## config.mk

```make
export PLATFORM = sky130hd
export DESIGN_NAME = simon_seq_ctrl_flat
export DESIGN_NICKNAME = d
export VERILOG_FILES = /design/src/rtl/simon_seq_ctrl_pkg.sv /design/src/rtl/simon_seq_ctrl_if.sv /design/src/rtl/simon_seq_mem.sv /design/src/rtl/simon_seq_ctrl.sv /design/src/flat_wrapper.sv
export SDC_FILE = /design/constraint.sdc
export NUM_CORES = 1
export LEC_CHECK = 0
export ABC_AREA = 1
export BUFFER_PORTS_ARGS = -buffer_cell sky130_fd_sc_hd__buf_4
export CAP_MARGIN = 20
export CELL_PAD_IN_SITES_DETAIL_PLACEMENT = 2
export CELL_PAD_IN_SITES_GLOBAL_PLACEMENT = 2
export CORE_MARGIN = 2
export CORE_UTILIZATION = 33
export DETAILED_ROUTE_END_ITERATION = 8
export PLACE_DENSITY = 0.78
export SLEW_MARGIN = 5
export SYNTH_ARGS = -nofsm -noshare
export SYNTH_HDL_FRONTEND = slang
export SYNTH_SLANG_ARGS = --single-unit
```

## constraint.sdc

```tcl
create_clock -name clk -period 1.7 [get_ports clk]
set_input_delay 0 -clock clk [delete_from_list [all_inputs] [get_ports clk]]
set_output_delay 0 -clock clk [all_outputs]
set_load 0.02 [all_outputs]
```

## src/rtl/simon_seq_ctrl_pkg.sv

```systemverilog
// Shared types and helpers for the Simon round sequencer.
package simon_pkg;

    typedef enum logic [2:0] {
        IDLE, ADD, PLAY_ON, PLAY_OFF, WAIT_IN, GAP, WIN, LOSE
    } state_t;

    localparam logic [1:0] RED = 2'd0;
    localparam logic [1:0] GRN = 2'd1;
    localparam logic [1:0] BLU = 2'd2;
    localparam logic [1:0] YEL = 2'd3;

    // Width needed to hold a sequence length of 0..max_len.
    function automatic int len_w(input int max_len);
        return $clog2(max_len + 1);
    endfunction

endpackage

```

## src/rtl/simon_seq_ctrl_if.sv

```systemverilog
// Game-side signals of the sequencer: timing, buttons, LFSR and LED/display.
interface simon_seq_ctrl_if #(parameter int MAX_LEN = 16);
    import simon_pkg::*;
    localparam int LEN_W = len_w(MAX_LEN);

    logic             tick;
    logic             start;
    logic             btn_valid;
    logic [1:0]       btn_code;
    logic [1:0]       lfsr_q;
    logic             lfsr_en;
    logic             led_on;
    logic [1:0]       led_code;
    logic [LEN_W-1:0] level;
    logic             busy;
    logic             win;
    logic             lose;

    modport master (
        output tick, start, btn_valid, btn_code, lfsr_q,
        input  lfsr_en, led_on, led_code, level, busy, win, lose
    );

    modport slave (
        input  tick, start, btn_valid, btn_code, lfsr_q,
        output lfsr_en, led_on, led_code, level, busy, win, lose
    );
endinterface

```

## src/rtl/simon_seq_mem.sv

```systemverilog
// Colour sequence storage: one synchronous write port, one asynchronous read port.
module simon_seq_mem #(
    parameter int DEPTH = 16,
    parameter int AW    = 4
) (
    input  logic          clk,
    input  logic          we,
    input  logic [AW-1:0] waddr,
    input  logic [1:0]    wdata,
    input  logic [AW-1:0] raddr,
    output logic [1:0]    rdata
);
    logic [1:0] mem [DEPTH];

    always_ff @(posedge clk) begin
        if (we) mem[waddr] <= wdata;
    end

    assign rdata = mem[raddr];
endmodule

```

## src/rtl/simon_seq_ctrl.sv

```systemverilog
// Simon round sequencer: grows the colour sequence, plays it back, then
// checks the player's presses against it.
module simon_seq_ctrl import simon_pkg::*; #(
    parameter int MAX_LEN       = 16,
    parameter int ON_TICKS      = 4,
    parameter int OFF_TICKS     = 2,
    parameter int GAP_TICKS     = 4,
    parameter int TIMEOUT_TICKS = 32
) (
    input  logic            clk,
    input  logic            reset_n,
    simon_seq_ctrl_if.slave bus
);
    localparam int LEN_W   = len_w(MAX_LEN);
    localparam int IDX_W   = $clog2(MAX_LEN);
    localparam int M1      = (ON_TICKS > OFF_TICKS) ? ON_TICKS : OFF_TICKS;
    localparam int M2      = (M1 > GAP_TICKS) ? M1 : GAP_TICKS;
    localparam int CNT_MAX = (M2 > TIMEOUT_TICKS) ? M2 : TIMEOUT_TICKS;
    localparam int CNT_W   = (CNT_MAX > 1) ? $clog2(CNT_MAX) : 1;

    localparam logic [CNT_W-1:0] ON_LAST  = CNT_W'(ON_TICKS - 1);
    localparam logic [CNT_W-1:0] OFF_LAST = CNT_W'(OFF_TICKS - 1);
    localparam logic [CNT_W-1:0] GAP_LAST = CNT_W'(GAP_TICKS - 1);
    localparam logic [CNT_W-1:0] TO_LAST  = CNT_W'(TIMEOUT_TICKS - 1);
    localparam logic [LEN_W-1:0] LEN_MAX  = LEN_W'(MAX_LEN);

    state_t           state;
    logic [LEN_W-1:0] len;
    logic [IDX_W-1:0] idx;
    logic [CNT_W-1:0] cnt;
    logic [1:0]       cur;
    logic             idx_last;

    // ADD always runs with len < MAX_LEN, so len is a valid write address there.
    simon_seq_mem #(.DEPTH(MAX_LEN), .AW(IDX_W)) u_mem (
        .clk   (clk),
        .we    (state == ADD),
        .waddr (IDX_W'(len)),
        .wdata (bus.lfsr_q),
        .raddr (idx),
        .rdata (cur)
    );

    assign idx_last = (LEN_W'(idx) == len - LEN_W'(1));

    always_ff @(posedge clk or negedge reset_n) begin
        if (!reset_n) begin
            state <= IDLE;
            len   <= '0;
            idx   <= '0;
            cnt   <= '0;
        end else begin
            case (state)
                IDLE, WIN, LOSE: if (bus.start) begin
                    len   <= '0;
                    state <= ADD;
                end
                ADD: begin
                    len   <= len + LEN_W'(1);
                    idx   <= '0;
                    cnt   <= '0;
                    state <= PLAY_ON;
                end
                PLAY_ON: if (bus.tick) begin
                    if (cnt == ON_LAST) begin
                        cnt   <= '0;
                        state <= PLAY_OFF;
                    end else cnt <= cnt + CNT_W'(1);
                end
                PLAY_OFF: if (bus.tick) begin
                    if (cnt == OFF_LAST) begin
                        cnt <= '0;
                        if (idx_last) begin
                            idx   <= '0;
                            state <= WAIT_IN;
                        end else begin
                            idx   <= idx + IDX_W'(1);
                            state <= PLAY_ON;
                        end
                    end else cnt <= cnt + CNT_W'(1);
                end
                WAIT_IN: begin
                    // A press always wins over a coincident timeout tick.
                    if (bus.btn_valid) begin
                        if (bus.btn_code != cur) state <= LOSE;
                        else if (idx_last) begin
                            cnt   <= '0;
                            state <= (len == LEN_MAX) ? WIN : GAP;
                        end else begin
                            idx <= idx + IDX_W'(1);
                            cnt <= '0;
                        end
                    end else if (bus.tick) begin
                        if (cnt == TO_LAST) state <= LOSE;
                        else cnt <= cnt + CNT_W'(1);
                    end
                end
                GAP: if (bus.tick) begin
                    if (cnt == GAP_LAST) state <= ADD;
                    else cnt <= cnt + CNT_W'(1);
                end
                default: state <= IDLE;
            endcase
        end
    end

    assign bus.led_on   = (state == PLAY_ON);
    assign bus.led_code = (state == PLAY_ON) ? cur : RED;
    assign bus.lfsr_en  = (state inside {IDLE, ADD, WIN, LOSE});
    assign bus.busy     = !(state inside {IDLE, WIN, LOSE});
    assign bus.win      = (state == WIN);
    assign bus.lose     = (state == LOSE);
    assign bus.level    = len;
endmodule
```

## src/flat_wrapper.sv

```systemverilog
// flat-port wrapper written by rule: the top's interface ports become plain ports
module simon_seq_ctrl_flat import simon_pkg::*;
#(
    parameter int MAX_LEN       = 16,
    parameter int ON_TICKS      = 4,
    parameter int OFF_TICKS     = 2,
    parameter int GAP_TICKS     = 4,
    parameter int TIMEOUT_TICKS = 32
)
  (clk, reset_n, bus_tick, bus_start, bus_btn_valid, bus_btn_code, bus_lfsr_q, bus_lfsr_en, bus_led_on, bus_led_code, bus_level, bus_busy, bus_win, bus_lose);
  simon_seq_ctrl_if #(.MAX_LEN(MAX_LEN)) bus_i ();
  input  logic clk;
  input  logic reset_n;
  input wire logic [$bits(bus_i.tick)-1:0] bus_tick;
  input wire logic [$bits(bus_i.start)-1:0] bus_start;
  input wire logic [$bits(bus_i.btn_valid)-1:0] bus_btn_valid;
  input wire logic [$bits(bus_i.btn_code)-1:0] bus_btn_code;
  input wire logic [$bits(bus_i.lfsr_q)-1:0] bus_lfsr_q;
  output wire logic [$bits(bus_i.lfsr_en)-1:0] bus_lfsr_en;
  output wire logic [$bits(bus_i.led_on)-1:0] bus_led_on;
  output wire logic [$bits(bus_i.led_code)-1:0] bus_led_code;
  output wire logic [$bits(bus_i.level)-1:0] bus_level;
  output wire logic [$bits(bus_i.busy)-1:0] bus_busy;
  output wire logic [$bits(bus_i.win)-1:0] bus_win;
  output wire logic [$bits(bus_i.lose)-1:0] bus_lose;
  assign bus_i.tick = bus_tick;
  assign bus_i.start = bus_start;
  assign bus_i.btn_valid = bus_btn_valid;
  assign bus_i.btn_code = bus_btn_code;
  assign bus_i.lfsr_q = bus_lfsr_q;
  assign bus_lfsr_en = bus_i.lfsr_en;
  assign bus_led_on = bus_i.led_on;
  assign bus_led_code = bus_i.led_code;
  assign bus_level = bus_i.level;
  assign bus_busy = bus_i.busy;
  assign bus_win = bus_i.win;
  assign bus_lose = bus_i.lose;
  simon_seq_ctrl #(.MAX_LEN(MAX_LEN), .ON_TICKS(ON_TICKS), .OFF_TICKS(OFF_TICKS), .GAP_TICKS(GAP_TICKS), .TIMEOUT_TICKS(TIMEOUT_TICKS)) u_core (.clk(clk), .reset_n(reset_n), .bus(bus_i));
endmodule
```

-- Yosys cells after proc, flatten, opt, wreduce, memory -nomap -nowiden
Memory sizes are Yosys's and may differ from the RTL's.
Cells that the tools add are included.
- add/sub/neg operators: 4
- equality and inequality tests: 29
- muxes and demuxes: 38
- reduce and logical (&&, ||, !) cells: 12
- operators by type and width (kind ; count):
    $mux 5 ; 11
    $mux 3 ; 13
    $pmux 5 s5 ; 1
    $mux 4 ; 6
    $pmux 3 s6 ; 1
    $ne 2x2->1 const B ; 8
    $eq 3x3->1 const B ; 4
    $pmux 4 s3 ; 1
    $add 5x1->5 const B ; 2
    $eq 5x5->1 const B ; 2
    $pmux 5 s2 ; 1
    $reduce_and 10->1 ; 1
    $ne 3x3->1 const B ; 3
    $reduce_and 8->1 ; 1
    $eq 3x2->1 const B ; 2
    $ne 2x1->1 const B ; 3
    $reduce_and 6->1 ; 1
    $reduce_bool 3->1 ; 2
    $eq 4x5->1 ; 1
    $eq 5x1->1 const B ; 1
    $eq 5x2->1 const B ; 1
    $reduce_bool 5->1 ; 1
    $sub 5x1->5 const B ; 1
    $add 4x1->4 const B ; 1
    other kinds (12) ; 14
- bits in registers: 17
- bits in writable memories: 32
- input bits: 9
- output and inout port bits: 12
- word-level logic and storage cells: 88
- memories: 1
- memories (name ; depth ; width ; read ports ; clocked after memory_dff ; write ports ; RTL line ; text):
    u_core.u_mem.mem ; 16 ; 2 ; 1 ; 0 ; 1 ; simon_seq_mem.sv:13 ; logic [1:0] mem [DEPTH];

-- Logic depth before layout (Yosys ltp)
- word-level depth: 6
- gate-level depth with buffers: 15

-- By module
From an unflattened synthesis, not the netlist that was laid out.
- cell total of the unflattened synthesis: 364
- area, all modules: 2874.0 um^2
- modules (own cells, without submodules) (module ; instances ; cells an instance ; area an instance (um^2) ; seq. area each (um^2)):
    simon_seq_mem ; 1 ; 157 ; 1491.4 ; 960.9
    simon_seq_ctrl ; 1 ; 207 ; 1382.6 ; 425.4

-- Worst setup path before layout
OpenSTA, ideal clock, no wires.
- kind: flip-flop to flip-flop
- start point: reg u_core.len[0] (netlist: u_core.bus.level[0])
- end point: reg u_core.idx[0]
- setup time: 0.077 ns
- arrival time: 1.860 ns
- setup slack: -0.236 ns
- stages on the path, launching flop included: 11
- buffers on the path: 0
- clock period less this slack: 1.936 ns
- cell sequence: dfrtp_1 -> inv_1 -> ha_1 -> xnor2_1 -> xor2_1 -> inv_1 -> nand3_1 -> inv_1 -> o21ai_0 -> nand2_1 -> o21ai_1
- word-level cells in the longest chain between the ends: 6
- elaborated cells between the ends (all ways): 8
- RTL lines (what ; RTL line ; text):
    start: declaration ; simon_seq_ctrl.sv:28 ; logic [LEN_W-1:0] len;
    start signal: assignment ; simon_seq_ctrl.sv:59 ; len <= len + LEN_W'(1);
    $sub 5x1->5 (*) ; simon_seq_ctrl.sv:44 ; assign idx_last = (LEN_W'(idx) == len - LEN_W'(1));
    $eq 4x5->1 (*) ; simon_seq_ctrl.sv:44 ;
    $mux 4 ; simon_seq_ctrl.sv:73 ; if (idx_last) begin
    $mux 4 ; simon_seq_ctrl.sv:71 ; if (cnt == OFF_LAST) begin
    $mux 4 ; simon_seq_ctrl.sv:70 ; PLAY_OFF: if (bus.tick) begin
    $pmux 4 s3 ; simon_seq_ctrl.sv:53 ; case (state)
    end signal: assignment ; simon_seq_ctrl.sv:77 ; idx <= idx + IDX_W'(1);
    end signal: assignment ; simon_seq_ctrl.sv:90 ; idx <= idx + IDX_W'(1);
    end: declaration ; simon_seq_ctrl.sv:29 ; logic [IDX_W-1:0] idx;
Mark *: on every way between the ends. The rest lies on a longest branch, timed or not. The select of a mux whose other input is x is not followed.
A chain may end at the register's enable or synchronous reset.

-- Worst setup path in the final report
- start point: reg u_core.idx[0]
- end point: reg u_core.idx[1]
- word-level cells in the longest chain between the ends: 5
- elaborated cells between the ends (all ways): 14
- RTL lines (what ; RTL line):
    $add 4x1->4 / $eq 4x5->1 (equally long branches) ; simon_seq_ctrl.sv:77, simon_seq_ctrl.sv:90, simon_seq_ctrl.sv:44
    $mux 4 (on tied branches) ; simon_seq_ctrl.sv:86, simon_seq_ctrl.sv:73
    $mux 4 (on tied branches) ; simon_seq_ctrl.sv:85, simon_seq_ctrl.sv:71
    $mux 4 (on tied branches) ; simon_seq_ctrl.sv:84, simon_seq_ctrl.sv:70
    $pmux 4 s3 ; simon_seq_ctrl.sv:53
Parallel ways exist; a longest one is shown, timed or not. The select of a mux whose other input is x is not followed.

==> flow_summary.toml <==
[hold_path]
hold_class = "primary input to flip-flop"

[clocking]
clkLatencyLatePin_ns = 0.33
cts_root_buffer = "clkbuf_8"
cts_tree = "built"
clk_pin_slew_ns = 0.11
clockBufferDepth = 2
clock_sinks = 49
numCtsBuffers = 5
cts_max_level = 2

[floorplanning]
die_area_um2 = 9250
fp.dieH_um = 96.2
initial_core_util_pct = 34.1
die_w_um = 96.2
io_pins = 21
fp-row-count = 33
core-area_um2 = 8220

[power_and_ir_drop]
power_mw = 6.49
switching_power_mw = 3.17
p_int_mw = 3.31
seqPwrFrac_pct = 24.3
power_density_nw_per_um2 = 1530
p_sw_share_pct = 48.9
pwr-share-comb_pct = 63.7
clkPwrFrac_pct = 12.0
leakage_nw = 1.82
peakVddDrop_v = 0.000759

[yosys]
syn_area_um2 = 2800
synthDistinctLibCells = 32
synth_xor_area_share_pct = 2.50
yosys_warnings = 0
synth_async_sr_flop_share_pct = 34.7
synthesis.instances = 343
syn_area_per_cell_um2 = 8.17
synth-compound-area-share_pct = 6.07
synth_top_family_by_area = "simple AND/OR/NAND/NOR gates"
syn_nets = 360
yosys.area_share.simple_pct = 31.7
ys.flop_type = "edfxtp_1"
ys_seq_area_share_pct = 49.4
synthAdderAreaFrac_pct = 3.57
synth_mux_area_share_pct = 0
synth_edf_count = 32
synth-seq-cells = 49

[critical_path]
required_ns = 1.92
path_class = "flip-flop to flip-flop"
cp_max_fo = 8
cp.arrival_ns = 2.44
cp-start-kind = "flip-flop"
end_kind = "flip-flop"
regToRegSetupSlack_ns = -0.52

[outcome]
violations = "setup timing"
run_status = "finished with violations"

[flow_run]
cap_violations = 0

[grt]
use_met2_pct = 50.4
grt_max_degree = 18
grt_pass1_wl_um = 19200
grt_pass1_vias = 3082
antenna_found_initial = 0
grtUsageMet3_pct = 4.23
grt_util_all_layers_pct = 29.4
grt_overflow = 0
grt_use_met1_pct = 38.4
grt-busiest-layer = "met2"

[route]
vias = 2955
drt_iter0_markers = 213
ant_nets = 0
detail_route.wl_per_cell_um = 26.5
dr.pass1.iters = 4
avgViaCountPerCell = 5.51
routed_wl_um = 14200
drc = 0

[timing]
final_max_slew_viol_count = 0
fin_hold_ws_ns = 0.0268
skew_ns = 0.0210
worst_slew_pin_slew_ns = 0.401
finalWorstSetupSlack_ns = -0.515
grt_setup_unrepaired = "yes"
timing.setup.tns_ns = -7.87
final.period_utilization_pct = 130
fmax_mhz = 451
min_period_ns = 2.22
setup_viol = 44
slew_headroom_pct = 73.1
hold_viol = 0

[cells_and_area]
syn_to_final_growth_pct = 51.2
fillers = 873
n_antenna_cell = 0
regArea_um2 = 1390
drive_gt1_share_pct = 48.0
multi_input_area_um2 = 1690
nets = 447

[placed_design]
io_buffers = 20
hpwl_um = 7430
place_congestion = 0.819
cells by family (layout without fill, tap and decap cells):
family,Yosys count,after routing
adder cells (fa/ha/maj),8,8
buffers and inverters,46,133
AND/OR/NAND/NOR,200,201
XOR/XNOR,8,8
AO/OA/AOI/OAI,32,32
flip-flops,49,49
synthesized netlist by cell type, types with 2 or more instances:
library cell / n / area (µm²)
nand3b_1: 3 / 22.5
a211oi_1: 2 / 15.0
nand2_2: 6 / 37.5
inv_2: 8 / 30.0
nor3_1: 3 / 15.0
inv_1: 33 / 124
dfrtp_1: 17 / 425
nand3_1: 29 / 145
nand4_1: 5 / 31.3
a21oi_1: 8 / 40.0
nor2_1: 42 / 158
o21ai_1: 12 / 60.1
xor2_1: 5 / 43.8
ha_1: 8 / 100
xnor2_1: 3 / 26.3
nand2_1: 102 / 383
o21ai_0: 8 / 40.0
buf_4: 2 / 15.0
nor2_4: 2 / 22.5
nor2_2: 2 / 12.5
edfxtp_1: 32 / 961
state kept, by name, summed over array words and instances, names as in the netlist:
register / cells
u_core.state: 3
u_core.cnt: 5
u_core.idx: 4
u_core.bus.level: 5
u_core.u_mem.mem: 32
routing by layer:
metal	vias to the layer above	share of wire, %
met4	0	3.2
met5	-	0
met1	1525	42
li1	1297	-
met2	101	51
met3	32	3.6
power groups by stage:
stage | Sequential, mW | Combinational [mW] | Clock [mW]
floorplan | 1.60 | 1.47 | 0
global placement | 1.55 | 2.53 | 0
detailed placement | 1.56 | 2.64 | 0
CTS | 1.55 | 3.28 | 0.764
global route | 1.59 | 4.36 | 0.818
finish | 1.58 | 4.13 | 0.778
stage by stage:
stage	setup WS [ns]	instance area [µm²]	cells	utilization (%)
6_report	-0.515	4240	536	51.6
3_3_place_gp	-0.271	3360	501	40.9
5_1_grt	-0.610	4240	536	51.6
4_1_cts	-0.266	3890	531	47.4
3_5_place_dp	-0.452	3360	501	40.9
2_1_floorplan	0.0243	2820	343	-
repair_timing:
action / in CTS / in global routing
cloned: 4 / 0
endpoints found under the setup margin: 37 / 47
gates resized for setup: 68 / 73
buffers inserted: 17 / 6
hold buffers: 1 / 0
endpoints found under the hold margin: 17 / 0
pin swaps: 10 / 28
worst paths after layout:
check                               from                      to  depth (start not counted)
setup / recovery           u_core.idx[0]           u_core.idx[1]                         16
hold / removal             bus_lfsr_q[0]  u_core.u_mem.mem[2][0]                          1
setup reg to reg           u_core.idx[0]           u_core.idx[1]                         16
hold reg to reg            u_core.cnt[4]           u_core.cnt[4]                          2
max in group asynchronous        reset_n           u_core.idx[0]                          2
min in group asynchronous        reset_n         u_core.state[0]                          2
cell type report:
type	count	area share, %
multi-input combinational	249	39.9
sequential	49	32.8
timing repair buffer	83	18.1
inverter	42	3.93
tap	105	3.10
clock buffer	5	1.62
clock inverter	3	0.502
placed cells by master (no fill, tap or decap), types with 3 or more instances in the layout:
cell      netlist  final
nand3_4         1      4
nor2_1         42     14
dfrtp_2         0      4
buf_4           2     65
ha_1            8      6
edfxtp_1       32     32
nand2_1       102     68
xor2_1          5      5
xnor2_1         3      3
inv_1          33     29
o21ai_1        12      7
nand3b_1        3      3
nand2_8         0      3
nand2_2         6     27
a21oi_1         8      3
a21oi_2         0      4
dfrtp_1        17     13
buf_16          0      3
inv_2           8     11
buf_6           1     10
clkbuf_8        0      5
nor2_2          2     19
nand3_2         1      7
nand2_4         1     12
nand4_1         5      5
nor2_4          2     13
o21ai_2         0      5
nand3_1        29     20
nor3_1          3      3
o21ai_0         8      7
buf_12          0      3
critical path, stage by stage, from the launching register on:
cell and delay, ns:
dfrtp_2 0.48, buf_6 0.15, inv_8 0.07, buf_8 0.13
nand2_2 0.06, nand2_2 0.08, nand2_2 0.07, nand3_2 0.10
nand2_4 0.09, nand2_2 0.10, nand2_2 0.08, nand2_4 0.10
nand2_4 0.07, nand2_4 0.08, nand3_4 0.20, nand2_4 0.17
o21ai_4 0.08
No activity file was read; power rests on OpenSTA's default activity.
